### config.mk
export PLATFORM = sky130hd
export DESIGN_NAME = wb_mailbox_slave
export DESIGN_NICKNAME = d
export VERILOG_FILES = /design/src/rtl/wb_mbox_pkg.sv /design/src/rtl/mbox_fifo.sv /design/src/rtl/wb_mailbox_slave.sv
export SDC_FILE = /design/constraint.sdc
export NUM_CORES = 1
export LEC_CHECK = 0
export BUFFER_PORTS_ARGS = -buffer_cell sky130_fd_sc_hd__buf_2
export CORE_ASPECT_RATIO = 0.8
export CORE_MARGIN = 2
export CORE_UTILIZATION = 43
export DETAILED_ROUTE_END_ITERATION = 8
export PLACE_DENSITY = 0.64
export SYNTH_ARGS = -nofsm -noshare
export SYNTH_HDL_FRONTEND = slang
export SYNTH_HIERARCHICAL = 1
export SYNTH_SLANG_ARGS = --single-unit
### constraint.sdc
create_clock -name wb_clk_i -period 9 [get_ports wb_clk_i]
set_input_delay 0.9 -clock wb_clk_i [delete_from_list [all_inputs] [get_ports wb_clk_i]]
set_output_delay 0.9 -clock wb_clk_i [all_outputs]
set_load 0.1 [all_outputs]
### src/rtl/wb_mbox_pkg.sv
// Shared definitions for the Wishbone mailbox: register offsets, STATUS/CTRL bit positions
// and the decoded register select type.
package wb_mbox_pkg;

    localparam logic [1:0] REG_DATA    = 2'b00;
    localparam logic [1:0] REG_STATUS  = 2'b01;
    localparam logic [1:0] REG_CTRL    = 2'b10;
    localparam logic [1:0] REG_SCRATCH = 2'b11;

    localparam int ST_TX_EMPTY     = 0;
    localparam int ST_TX_FULL      = 1;
    localparam int ST_RX_EMPTY     = 2;
    localparam int ST_RX_FULL      = 3;
    localparam int ST_TX_COUNT_LSB = 8;
    localparam int ST_RX_COUNT_LSB = 16;

    localparam int CTRL_IRQ_EN = 0;
    localparam int CTRL_FLUSH  = 1;

    typedef enum logic [1:0] {
        SEL_DATA    = REG_DATA,
        SEL_STATUS  = REG_STATUS,
        SEL_CTRL    = REG_CTRL,
        SEL_SCRATCH = REG_SCRATCH
    } mbox_reg_e;

    function automatic mbox_reg_e decode_reg(input logic [1:0] adr_word);
        return mbox_reg_e'(adr_word);
    endfunction

endpackage

### src/rtl/mbox_fifo.sv
// First-word-fall-through FIFO with push/pop/flush and an occupancy count (0..DEPTH).
// DEPTH must be a power of two so the pointers wrap naturally.
module mbox_fifo #(
    parameter  int DEPTH = 8,
    parameter  int WIDTH = 32,
    localparam int PTR_W = $clog2(DEPTH),
    localparam int CNT_W = PTR_W + 1
) (
    input  logic             clk,
    input  logic             rst_n,
    input  logic             push,
    input  logic [WIDTH-1:0] wr_data,
    input  logic             pop,
    output logic [WIDTH-1:0] rd_data,
    input  logic             flush,
    output logic             full,
    output logic             empty,
    output logic [CNT_W-1:0] count
);

    logic [WIDTH-1:0] mem [DEPTH];
    logic [PTR_W-1:0] wr_ptr;
    logic [PTR_W-1:0] rd_ptr;
    logic             do_push;
    logic             do_pop;

    assign full    = (count == CNT_W'(DEPTH));
    assign empty   = (count == '0);
    assign do_push = push & ~full;
    assign do_pop  = pop & ~empty;
    assign rd_data = mem[rd_ptr];

    // NOTE: storage is deliberately not reset; pointers and count alone decide which entries are live.
    always_ff @(posedge clk) begin
        if (do_push) begin
            mem[wr_ptr] <= wr_data;
        end
    end

    // NOTE: all state uses non-blocking assignments so every register sees pre-edge values.
    always_ff @(posedge clk) begin
        if (!rst_n || flush) begin
            wr_ptr <= '0;
            rd_ptr <= '0;
            count  <= '0;
        end else begin
            if (do_push) wr_ptr <= wr_ptr + 1'b1;
            if (do_pop)  rd_ptr <= rd_ptr + 1'b1;
            case ({do_push, do_pop})
                2'b10:   count <= count + 1'b1;
                2'b01:   count <= count - 1'b1;
                default: count <= count;
            endcase
        end
    end

endmodule

### src/rtl/wb_mailbox_slave.sv
// Wishbone B3 classic mailbox slave: DATA writes feed the TX stream, DATA reads drain the RX stream.
// Optional interrupt output is built when MBOX_IRQ_EN is defined.
module wb_mailbox_slave
    import wb_mbox_pkg::*;
#(
    parameter int FIFO_DEPTH = 8,
    parameter int ADDR_W     = 32
) (
    input  logic              wb_clk_i,
    input  logic              wb_rst_ni,
    input  logic [ADDR_W-1:0] wb_adr_i,
    input  logic [31:0]       wb_dat_i,
    input  logic [3:0]        wb_sel_i,
    input  logic              wb_cyc_i,
    input  logic              wb_stb_i,
    input  logic              wb_we_i,
    output logic [31:0]       wb_dat_o,
    output logic              wb_ack_o,
    output logic              wb_err_o,
    output logic              wb_rty_o,
    output logic [31:0]       m_data_o,
    output logic              m_valid_o,
    input  logic              m_ready_i,
    input  logic [31:0]       s_data_i,
    input  logic              s_valid_i,
    output logic              s_ready_o
`ifdef MBOX_IRQ_EN
    ,
    output logic              irq_o
`endif
);

    localparam int CNT_W = $clog2(FIFO_DEPTH) + 1;

    logic             tx_full, tx_empty, tx_push;
    logic             rx_full, rx_empty, rx_pop, rx_push;
    logic [CNT_W-1:0] tx_count, rx_count;
    logic [31:0]      rx_data;
    logic             flush, ctrl_we, scratch_we, access_ok, req;
    logic             irq_en, ready_en;
    logic [31:0]      scratch, status, rd_data;
    mbox_reg_e        reg_sel;
    logic             unused_adr;

    assign unused_adr = ^{wb_adr_i[ADDR_W-1:4], wb_adr_i[1:0]};
    assign reg_sel    = decode_reg(wb_adr_i[3:2]);
    // A new access is only sampled when the previous termination has been seen.
    assign req        = wb_cyc_i & wb_stb_i & ~wb_ack_o & ~wb_err_o;
    assign wb_rty_o   = 1'b0;
    assign m_valid_o  = ~tx_empty;
    assign s_ready_o  = ready_en & ~rx_full;
    assign rx_push    = s_valid_i & s_ready_o;

    always_comb begin
        status                                = '0;
        status[ST_TX_EMPTY]                   = tx_empty;
        status[ST_TX_FULL]                    = tx_full;
        status[ST_RX_EMPTY]                   = rx_empty;
        status[ST_RX_FULL]                    = rx_full;
        status[ST_TX_COUNT_LSB +: 8]          = 8'(tx_count);
        status[ST_RX_COUNT_LSB +: 8]          = 8'(rx_count);
    end

    // NOTE: every output of this block gets a default first, so no path can infer a latch.
    always_comb begin
        access_ok  = 1'b1;
        tx_push    = 1'b0;
        rx_pop     = 1'b0;
        flush      = 1'b0;
        ctrl_we    = 1'b0;
        scratch_we = 1'b0;
        rd_data    = '0;
        unique case (reg_sel)
            SEL_DATA: begin
                if (wb_we_i) begin
                    access_ok = (wb_sel_i == 4'hF) && !tx_full;
                    tx_push   = req && access_ok;
                end else begin
                    access_ok = !rx_empty;
                    rx_pop    = req && access_ok;
                    rd_data   = rx_data;
                end
            end
            SEL_STATUS: begin
                access_ok = !wb_we_i;
                rd_data   = status;
            end
            SEL_CTRL: begin
                ctrl_we = req && wb_we_i;
                flush   = ctrl_we && wb_sel_i[0] && wb_dat_i[CTRL_FLUSH];
                rd_data = {31'b0, irq_en};
            end
            SEL_SCRATCH: begin
                scratch_we = req && wb_we_i;
                rd_data    = scratch;
            end
        endcase
    end

    always_ff @(posedge wb_clk_i) begin
        if (!wb_rst_ni) begin
            wb_ack_o <= 1'b0;
            wb_err_o <= 1'b0;
            wb_dat_o <= '0;
            irq_en   <= 1'b0;
            scratch  <= '0;
            ready_en <= 1'b0;
        end else begin
            wb_ack_o <= req & access_ok;
            wb_err_o <= req & ~access_ok;
            wb_dat_o <= (req && access_ok && !wb_we_i) ? rd_data : '0;
            ready_en <= 1'b1;
            if (ctrl_we && wb_sel_i[0]) irq_en <= wb_dat_i[CTRL_IRQ_EN];
            for (int b = 0; b < 4; b++) begin
                if (scratch_we && wb_sel_i[b]) scratch[8*b +: 8] <= wb_dat_i[8*b +: 8];
            end
        end
    end

`ifdef MBOX_IRQ_EN
    logic irq_q;
    always_ff @(posedge wb_clk_i) begin
        if (!wb_rst_ni) irq_q <= 1'b0;
        else            irq_q <= irq_en & ~rx_empty;
    end
    assign irq_o = irq_q;
`endif

    mbox_fifo #(.DEPTH(FIFO_DEPTH), .WIDTH(32)) u_tx_fifo (
        .clk     (wb_clk_i),
        .rst_n   (wb_rst_ni),
        .push    (tx_push),
        .wr_data (wb_dat_i),
        .pop     (m_valid_o & m_ready_i),
        .rd_data (m_data_o),
        .flush   (flush),
        .full    (tx_full),
        .empty   (tx_empty),
        .count   (tx_count)
    );

    mbox_fifo #(.DEPTH(FIFO_DEPTH), .WIDTH(32)) u_rx_fifo (
        .clk     (wb_clk_i),
        .rst_n   (wb_rst_ni),
        .push    (rx_push),
        .wr_data (s_data_i),
        .pop     (rx_pop),
        .rd_data (rx_data),
        .flush   (flush),
        .full    (rx_full),
        .empty   (rx_empty),
        .count   (rx_count)
    );

endmodule

# Yosys cells after proc, flatten, opt, wreduce, memory -nomap -nowiden
# Memories as Yosys holds them, arrays and structs flattened. A register that Yosys moved wholly into a read port is not among the register bits.
# Cells that the tools add are included.
[op_classes]
add_sub_neg = 8
eq_ne = 10
n_mux = 22
bitwise_logic = 19
n_reduce_logical = 24
[ops]
columns = ["cell", "count"]
rows = [
  ["32-bit case mux with 4 select lines", 1],
  ["32-bit 2-to-1 mux", 1],
  ["4-bit case mux with 2 select lines", 2],
  ["1-bit logical AND", 13],
  ["1-bit 2-to-1 mux", 13],
  ["3-bit by 1-bit adder with 3-bit output, second input constant", 4],
  ["1-bit AND", 12],
  ["4-bit == test, second input constant", 3],
  ["3-bit 2-to-1 mux", 4],
  ["4-bit by 1-bit adder with 4-bit output, second input constant", 2],
  ["2-bit == test, second input constant", 4],
  ["4-bit logical NOT", 2],
  ["4-bit by 1-bit subtractor with 4-bit output, second input constant", 2],
  ["1-bit NOT", 7],
  ["2-bit by 1-bit == test with 1-bit output, second input constant", 3],
  ["1-bit logical NOT", 4],
  ["2-bit nonzero test", 2],
  ["2-bit logical NOT", 1],
  ["1-bit case mux with 2 select lines", 1],
  ["2-bit AND reduction", 1],
  ["1-bit logical OR", 1],
]
[word_totals]
regBits = 88
ram_bits = 512
input_bits = 107
wordCells = 100
memories = 2
[mem_list]
columns = ["memory", "depth", "width", "rd", "rd_ports_with_merged_regs", "wr", "line_no", "source"]
rows = [
  ["u_rx_fifo.mem", 8, 32, 1, 1, 1, "mbox_fifo.sv:21", "logic [WIDTH-1:0] mem [DEPTH];"],
  ["u_tx_fifo.mem", 8, 32, 1, 1, 1, "mbox_fifo.sv:21", ""],
]

# Depth between registers and ports, before layout
# Gate-level depths: netlist (run 1).
[depth]
word_depth = 9
mapped_depth = 13

# Hierarchy
# Netlist (run 1), hierarchy kept.
[by_module_without_submodules]
columns = ["module", "instances", "cells_per_inst", "area_each_um2", "seq_area_each_um2"]
rows = [
  ["mbox_fifo at u_rx_fifo", 1, 447, 10427.5, 7947.6],
  ["mbox_fifo at u_tx_fifo", 1, 447, 10421.2, 7947.6],
  ["wb_mailbox_slave", 1, 299, 2763.9, 1361.3],
]

# Worst setup path before layout (run 1)
# No wires, ideal clock.
[synth_timing]
path_type = "register to register"
startpoint = "register u_rx_fifo.count[1]"
endpoint = "memory u_rx_fifo.mem[0][0] (enable)"
setup_time_ns = 0.461
arrival_time_ns = 5.015
required_ns = 8.539
path_slack_ns = 3.524
path_stages_with_launch = 9
synth_period_minus_slack_ns = 5.476
path_cell_list = "dfxtp_1 buf_2 or4b_4 inv_1 nor2b_1 and2_1 nand2_1 or2_2 nor3_1"
[synth_via]
elab_chain_cells = 7
[synth_rtl]
columns = ["element", "line_no", "source"]
rows = [
  ["start, declared", "mbox_fifo.sv:18", "output logic [CNT_W-1:0] count"],
  ["start signal, assigned", "mbox_fifo.sv:50", "2'b10: count <= count + 1'b1;"],
  ["start signal, assigned", "mbox_fifo.sv:51", "2'b01: count <= count - 1'b1;"],
  ["start signal, assigned", "mbox_fifo.sv:52", "default: count <= count;"],
  ["4-bit == test", "mbox_fifo.sv:27", "assign full = (count == CNT_W'(DEPTH));"],
  ["named net rx_full", "wb_mailbox_slave.sv:36", "logic rx_full, rx_empty, rx_pop, rx_push;"],
  ["1-bit NOT", "wb_mailbox_slave.sv:51", "assign s_ready_o = ready_en & ~rx_full;"],
  ["1-bit AND", "wb_mailbox_slave.sv:51", ""],
  ["named net s_ready_o", "wb_mailbox_slave.sv:26", "output logic s_ready_o"],
  ["1-bit AND", "wb_mailbox_slave.sv:52", "assign rx_push = s_valid_i & s_ready_o;"],
  ["named net rx_push", "wb_mailbox_slave.sv:36", ""],
  ["1-bit AND", "mbox_fifo.sv:29", "assign do_push = push & ~full;"],
  ["1-bit 2-to-1 mux", "mbox_fifo.sv:35", "if (do_push) begin"],
  ["1-bit 2-to-1 mux (implied by the code)", "mbox_fifo.sv:36", "mem[wr_ptr] <= wr_data;"],
  ["end, declared", "mbox_fifo.sv:21", ""],
]
# The timed path passes the listed nets, and every way through them passes these cells.

==> results_dict.tcl, run 1 <==
set metrics [dict create \
    status "complete, no violations" \
    cts_made_buffers 57 \
    cts_resized 0 \
    synthTopCellsByCount "edfxtp_1 (512), dfxtp_1 (94), mux4_1 (80)" \
    multi_input_area_sq_um 6020 \
    yosys.area_share.simple_pct 4.16 \
    final.setup.tns_ns 0 \
    seq_area_frac_synth_pct 73.1 \
    synth_edf_count 512 \
    ys_seq_elements 606 \
    fin_hold_ws_ns 0.463 \
    leakagePower_nw 8.90 \
    slew_viol_final 0 \
    cp.depth 4 \
    rrSetupSlack_ns 5.68 \
    routabilityCongestion 0.877 \
    fin_crit_sh_pct 45.7 \
    grt_max_degree 73 \
    critPathRequiredTime_ns 8.10 \
    core-area_sq_um 54000 \
    hold_end "irq_en" \
    max_freq_ghz 0.243 \
    seqCellArea_sq_um 17300 \
    synth_top_area_share_pct 65.1 \
    p_seq_share_pct 54.2 \
    dr.pass1.iters 5 \
    yosysTopAreaCell "edfxtp_1" \
    initial_utilization_pct 43.7 \
    synth.net_count 1310 \
    p_int_w 0.00456 \
    min_from "irq_en" \
    synthCells 1193 \
    final_core_util_pct 50.2 \
    ys_warn_count 6 \
    synthTopCellsByArea "edfxtp_1 (65%), mux4_1 (8.9%), dfxtp_1 (8.0%), mux4_2 (4.6%), mux2_2 (3.1%)" \
    cts_buffer_depth 3 \
    root_buffer "clkbuf_16" \
    skew_ns 0.0182 \
    slowest_stage "buf_4" \
    powerDensity_nw_per_um2 208 \
    p_switching_w 0.00108 \
    synth_area_sq_um 23600 \
    drive_above_1_share_pct 28.7 \
    critPathTopFamily "buffers and inverters" \
    max_cap_viol_count 0 \
    switching_share_pct 19.2 \
    clk_latency_ns 0.59 \
    syn_avg_cell_area_sq_um 19.8 \
    worst_r2r_path_depth 8 \
    nFillCells 4321 \
    async_reset_ff_share_pct 0 \
    cp.arrival_ns 3.21 \
    synth_compound_area_share_pct 1.72 \
    dr_total_vias 11600 \
    area_delta_synth_final_pct 14.8 \
    track_usage_pct 17.4 \
    path_buf_inv 2 \
    layout.nets 1472 \
    r2r-start "u_rx_fifo/count[1]" \
    clk_pin_slew_ns 0.06 \
    detail-route-antenna-nets 0 \
    die_h_microns 214 \
    grt_pass1_vias 11700 \
    tightest_slew_ns 0.965 \
    synth_flop_cell "edfxtp_1" \
    num_rows 76 \
    clock_power_share_pct 43.5 \
    crit_type "reg2out" \
    rsz0062_at_grt "false" \
    routed_wl_mm 49.1 \
    synthMuxAreaShare_pct 18.1 \
    finalHoldViolations 0 \
    whs_path_depth 2 \
    place.port_buffers 144 \
    cts_tree "done" \
    yosysMostFrequentCell "edfxtp_1" \
    hold_path_class "reg2reg" \
    wl_per_cell_microns 23.3 \
    grt_pass1_wl_mm 73.4 \
    start_kind "register" \
    drt_iter0_markers 998 \
    synth_top_family_by_area "multiplexers" \
    synth.distinct_cells 48 \
    vdd_ir_drop_max_v 0.000121 \
    grt_overflow_total 0 \
    routed_via_density 5.53 \
    place_hpwl_mm 29.8 \
    io_pins 176 \
    setup_viol 0 \
    max_stage_delay_ns 0.74 \
    cts_setup_buffers 0 \
    maxSlewHeadroom_pct 34.8 \
    post-route-min-period_ns 4.11 \
    reg2reg_to "u_rx_fifo/mem[4][4]" \
    die_w_microns 266 \
    crit_chain "buf_4, mux4_1, mux2_2, buf_2" \
    antenna_found_initial 7 \
    synth_fa_ha_area_share_pct 0.530 \
    drc 0 \
    dieArea_sq_um 56800 \
    combinationalPowerShare_pct 2.2 \
    endpoint_kind "output pin" \
    postCtsHoldBufs 0 \
    cp_max_fo 48 \
    synthXorXnorAreaFrac_pct 0.445 \
    clock-sinks 606 \
    cts_max_level 2 \
]
-- worst max path at each step --
stage / from / to / slack [ns]
finish: register / m_data_o[27] / 4.89
global route: register / m_data_o[24] / 4.71
CTS: register / m_data_o[24] / 4.81
detailed placement: wb_adr_i[2] / u_tx_fifo/mem[0][3] / 5.03
global placement: wb_adr_i[2] / u_tx_fifo/mem[0][25] / 5.13
floorplan: u_rx_fifo/count[1] / u_rx_fifo/mem[0][0] / 3.52
-- state kept, by name, indices dropped and copies added, names as in the netlist, named ones only --
register,count
u_tx_fifo/wr_ptr,3
scratch,32
wb_dat_o,32
irq_en,1
u_rx_fifo/mem,256
u_tx_fifo/count,4
ready_en,1
wb_ack_o,1
u_tx_fifo/mem,256
u_rx_fifo/rd_ptr,3
u_rx_fifo/wr_ptr,3
wb_err_o,1
u_tx_fifo/rd_ptr,3
u_rx_fifo/count,4
-- power by group through the flow --
stage	clock, W	sequential, W	combinational (W)
after global placement	0	0.00312	0.000123
after detailed placement	0	0.00312	0.000128
final	0.00245	0.00306	0.000127
after CTS	0.00251	0.00306	0.000128
after floorplan	0	0.00312	0.0000542
after global routing	0.00263	0.00306	0.000139
-- worst reg2reg max path: cells and delay by family, from the launching register on --
kind,cells,cell delay (ns)
simple gates,6,1.92
flops,1,0.53
buf+inv,2,0.53
-- cell usage in the layout (no fill, tap or decap), types with 3 or more instances in the layout --
cell | netlist | routed
and4_1 | 3 | 3
clkbuf_16 | 0 | 59
mux4_2 | 48 | 48
clkinv_2 | 0 | 8
bufinv_16 | 0 | 4
nor3_2 | 0 | 5
ha_1 | 10 | 10
a22oi_1 | 20 | 20
dfxtp_1 | 94 | 90
xor2_1 | 10 | 10
clkbuf_1 | 24 | 10
nor4_1 | 5 | 5
mux2i_1 | 38 | 38
and2_1 | 3 | 3
nor2_1 | 60 | 48
nand2_1 | 78 | 78
nor4bb_1 | 3 | 3
edfxtp_1 | 512 | 512
a21oi_1 | 8 | 8
mux4_1 | 80 | 80
a222oi_1 | 11 | 11
clkbuf_8 | 0 | 19
nand2b_1 | 6 | 6
buf_4 | 6 | 27
inv_1 | 6 | 6
nor2b_1 | 18 | 18
clkinv_1 | 0 | 4
mux2_2 | 64 | 64
buf_2 | 11 | 144
nor2_4 | 0 | 12
nand3_1 | 8 | 8
o21ai_0 | 6 | 6
-- per-layer routing --
metal,vias up,wire [microns],track usage [%]
met3,69,2780,3.54
met2,309,23000,27.0
met5,-,65,0
li1,5190,-,-
met4,10,678,3.45
met1,6068,22700,25.6
-- layout make-up --
type                       instances  share of cell area, %
antenna                            1                0.00923
clock buffer                      88                   6.55
clock inverter                    19                  0.766
inverter                           6                 0.0831
multi-input combinational        513                   22.2
sequential                       606                   63.7
tap                              702                   3.24
timing repair buffer             171                   3.41
-- through the flow --
stage	cell area [sq um]	std cells	setup slack (ns)	power (W)
5_1_grt	27100	2105	4.71	0.00583
2_1_floorplan	23600	1193	3.52	0.00318
4_1_cts	27100	2105	4.81	0.00569
3_5_place_dp	25100	1998	5.03	0.00325
6_report	27100	2106	4.89	0.00564
3_3_place_gp	25100	1998	5.13	0.00324
-- kinds of logic (layout without fill, tap and decap cells) --
family | count (synthesis) | after routing
simple gates | 207 | 207
other cells | 1 | 2
xor+xnor | 12 | 12
compound gates | 53 | 53
mux | 230 | 230
fa+ha+maj | 10 | 10
buf+inv | 74 | 284
flops | 606 | 606
Power figures use the tool's default switching activity.
==> inputs of run 2 (changes only) <==
--- a/config.mk
+++ b/config.mk
@@ -5,6 +5,7 @@
 export SDC_FILE = /design/constraint.sdc
 export NUM_CORES = 1
 export LEC_CHECK = 0
+export ABC_AREA = 1
 export BUFFER_PORTS_ARGS = -buffer_cell sky130_fd_sc_hd__buf_2
 export CORE_ASPECT_RATIO = 0.8
 export CORE_MARGIN = 2
==> constraint.sdc (replaced) <==
create_clock -name wb_clk_i -period 4 [get_ports wb_clk_i]
set_input_delay 0.4 -clock wb_clk_i [delete_from_list [all_inputs] [get_ports wb_clk_i]]
set_output_delay 0.4 -clock wb_clk_i [all_outputs]
set_load 0.1 [all_outputs]
==> run 2 against run 1 <==
Effect of this change: global-route usage grew 1.5 points; non-clock buffer count is 11 higher; clock-buffer cell count down 4; first-iteration DRC count increased by 49%; largest cell class unchanged; largest power group unchanged; highest routed layer unchanged.
==> results_dict.tcl, run 2 <==
set metrics [dict create \
    clk_pin_slew_ns 0.06 \
    finalHoldViolations 0 \
    synth_flop_cell "edfxtp_1" \
    track_usage_pct 18.8 \
    dr_total_vias 15500 \
    die_w_microns 271 \
    routabilityCongestion 0.798 \
    wl_per_cell_microns 18.4 \
    whs_path_depth 1 \
    final_common_cell "edfxtp_1" \
    cp.arrival_ns 2.84 \
    die_h_microns 217 \
    synth_top_family_by_area "simple AND/OR/NAND/NOR gates" \
    dieArea_sq_um 58900 \
    cts_made_buffers 61 \
    synth_edf_count 512 \
    cts_max_level 2 \
    layout_common_cells "edfxtp_1 (512), nor2_1 (324), nand2_1 (319), o21ai_0 (230), buf_2 (144)" \
    setup_viol 0 \
    grt_max_degree 118 \
    synth_compound_area_share_pct 8.50 \
    post-route-min-period_ns 3.24 \
    cts_tree "done" \
    yosysMostFrequentCell "edfxtp_1" \
    drive_above_1_share_pct 14.9 \
    cts_resized 0 \
    leakagePower_nw 9.92 \
    io_pins 176 \
    grt_pass1_vias 14800 \
    drt_iter0_markers 1491 \
    synthTopCellsByCount "edfxtp_1 (512), nor2_1 (341), nand2_1 (319)" \
    routed_wl_mm 55.8 \
    clock-sinks 606 \
    layout.nets 2333 \
    synth_area_sq_um 24500 \
    setup_slack_ns 0.759 \
    drc 0 \
    clk_latency_ns 0.63 \
    synth_top_area_share_pct 62.8 \
    grt_overflow_total 0 \
    root_buffer "clkbuf_16" \
    core-area_sq_um 56500 \
    postCtsHoldBufs 0 \
    grt_pass1_wl_mm 85.8 \
    yosysTopAreaCell "edfxtp_1" \
    status "complete, no violations" \
    power_w 0.0128 \
    synthMuxAreaShare_pct 2.62 \
    r2r-start "u_tx_fifo/count[0]" \
    reg2reg_to "u_tx_fifo/mem[1][11]" \
    detail-route-antenna-nets 0 \
    synth.distinct_cells 41 \
    async_reset_ff_share_pct 0 \
    top_regs "u_rx_fifo/mem x256, u_tx_fifo/mem x256" \
    ys_seq_elements 606 \
    yosys.area_share.simple_pct 12.7 \
    rsz0062_at_grt "false" \
    endpoint "m_data_o[18]" \
    dr.pass1.iters 6 \
    maxSlewHeadroom_pct 23.0 \
    antenna_found_initial 10 \
    fin_crit_sh_pct 81.0 \
    place_hpwl_mm 33.8 \
    routed_via_density 5.10 \
    synthTopCellsByArea "edfxtp_1 (63%), dfxtp_1 (7.7%), nor2_1 (5.2%), nand2_1 (4.9%), o21ai_0 (4.7%)" \
    max_cap_viol_count 0 \
    final_core_util_pct 49.3 \
    num_rows 78 \
    crit_type "reg2out" \
    initial_utilization_pct 43.3 \
    cts_setup_buffers 0 \
    endpoint_kind "output pin" \
    critPathRequiredTime_ns 3.60 \
    place.port_buffers 144 \
    synthXorXnorAreaFrac_pct 0.215 \
    syn_avg_cell_area_sq_um 11.7 \
    vdd_ir_drop_max_v 0.000346 \
    synth_fa_ha_area_share_pct 0.511 \
    ys_warn_count 6 \
    slew_viol_final 0 \
    rrSetupSlack_ns 1.09 \
    synth.net_count 2203 \
    final.setup.tns_ns 0 \
    hold_path_class "in2reg" \
    skew_ns 0.0259 \
    synthCells 2086 \
    cts_buffer_depth 3 \
    powerDensity_nw_per_um2 458 \
    cp_max_fo 65 \
    area_delta_synth_final_pct 13.7 \
    pre_cts_slack_ns 1.05 \
    seq_area_frac_synth_pct 70.5 \
    worst_r2r_path_depth 11 \
    tightest_slew_ns 1.16 \
    max_freq_ghz 0.309 \
    start_kind "register" \
]
==> run 2: area by class of cell <==
cell class              instances  area [sq um]
clock buffers                  84          1700
inverters                     136           513
multi-input cells            1229          6120
repair buffers                182          1030
clock inverters                31           236
flip-flops and latches        606         17300
well taps                     760           951
diodes                          5          12.5
fillers                      4962         28700
==> run 2: kinds of logic (layout without fill, tap and decap cells) <==
group / count (synthesis) / in the layout
compound gates: 388 / 388
xor+xnor: 6 / 6
fa+ha+maj: 10 / 10
buf+inv: 251 / 433
flops: 606 / 606
mux: 64 / 64
other cells: 1 / 6
simple gates: 760 / 760
==> run 2: power breakdown <==
part / internal, W / leakage, nW / switching, W / total (W)
registers: 0.00689 / 5.37 / 0.0000178 / 0.00690
clock network: 0.00315 / 0.933 / 0.00233 / 0.00548
logic: 0.0000894 / 3.62 / 0.000282 / 0.000371
==> run 2: how the worst min path moves through the flow <==
stage                              from                   end
floorplan                     wb_rst_ni              ready_en
global placement    u_rx_fifo/rd_ptr[1]              register
detailed placement  u_tx_fifo/wr_ptr[0]   u_tx_fifo/wr_ptr[0]
CTS                        s_data_i[14]  u_rx_fifo/mem[5][14]
global route               s_data_i[25]  u_rx_fifo/mem[4][25]
finish                     s_data_i[26]  u_rx_fifo/mem[0][26]
==> run 2: metal layers <==
layer / GRT usage (%) / part of all wire [%] / vias to the layer above
met3: 3.56 / 7.1 / 98
li1: - / - / 7508
met5: 0 / 0.12 / -
met4: 5.45 / 2.0 / 10
met1: 26.5 / 45 / 7410
met2: 29.8 / 46 / 457
==> run 2: per-stage QoR <==
step	hold WS (ns)	area, sq um	instances
CTS	0.00769	27800	3028
floorplan	0.428	24500	2086
global placement	0.462	25900	2913
finish	0.0402	27800	3033
detailed placement	0.477	25900	2913
global route	0.0284	27800	3028
==> run 2: critical path: stages, from the launching register on <==
cell and delay, ns:
dfxtp_4 0.85, buf_4 0.39, o21ai_0 0.14, o22ai_1 0.21
nand2_1 0.07, nand2_1 0.09, buf_2 0.43
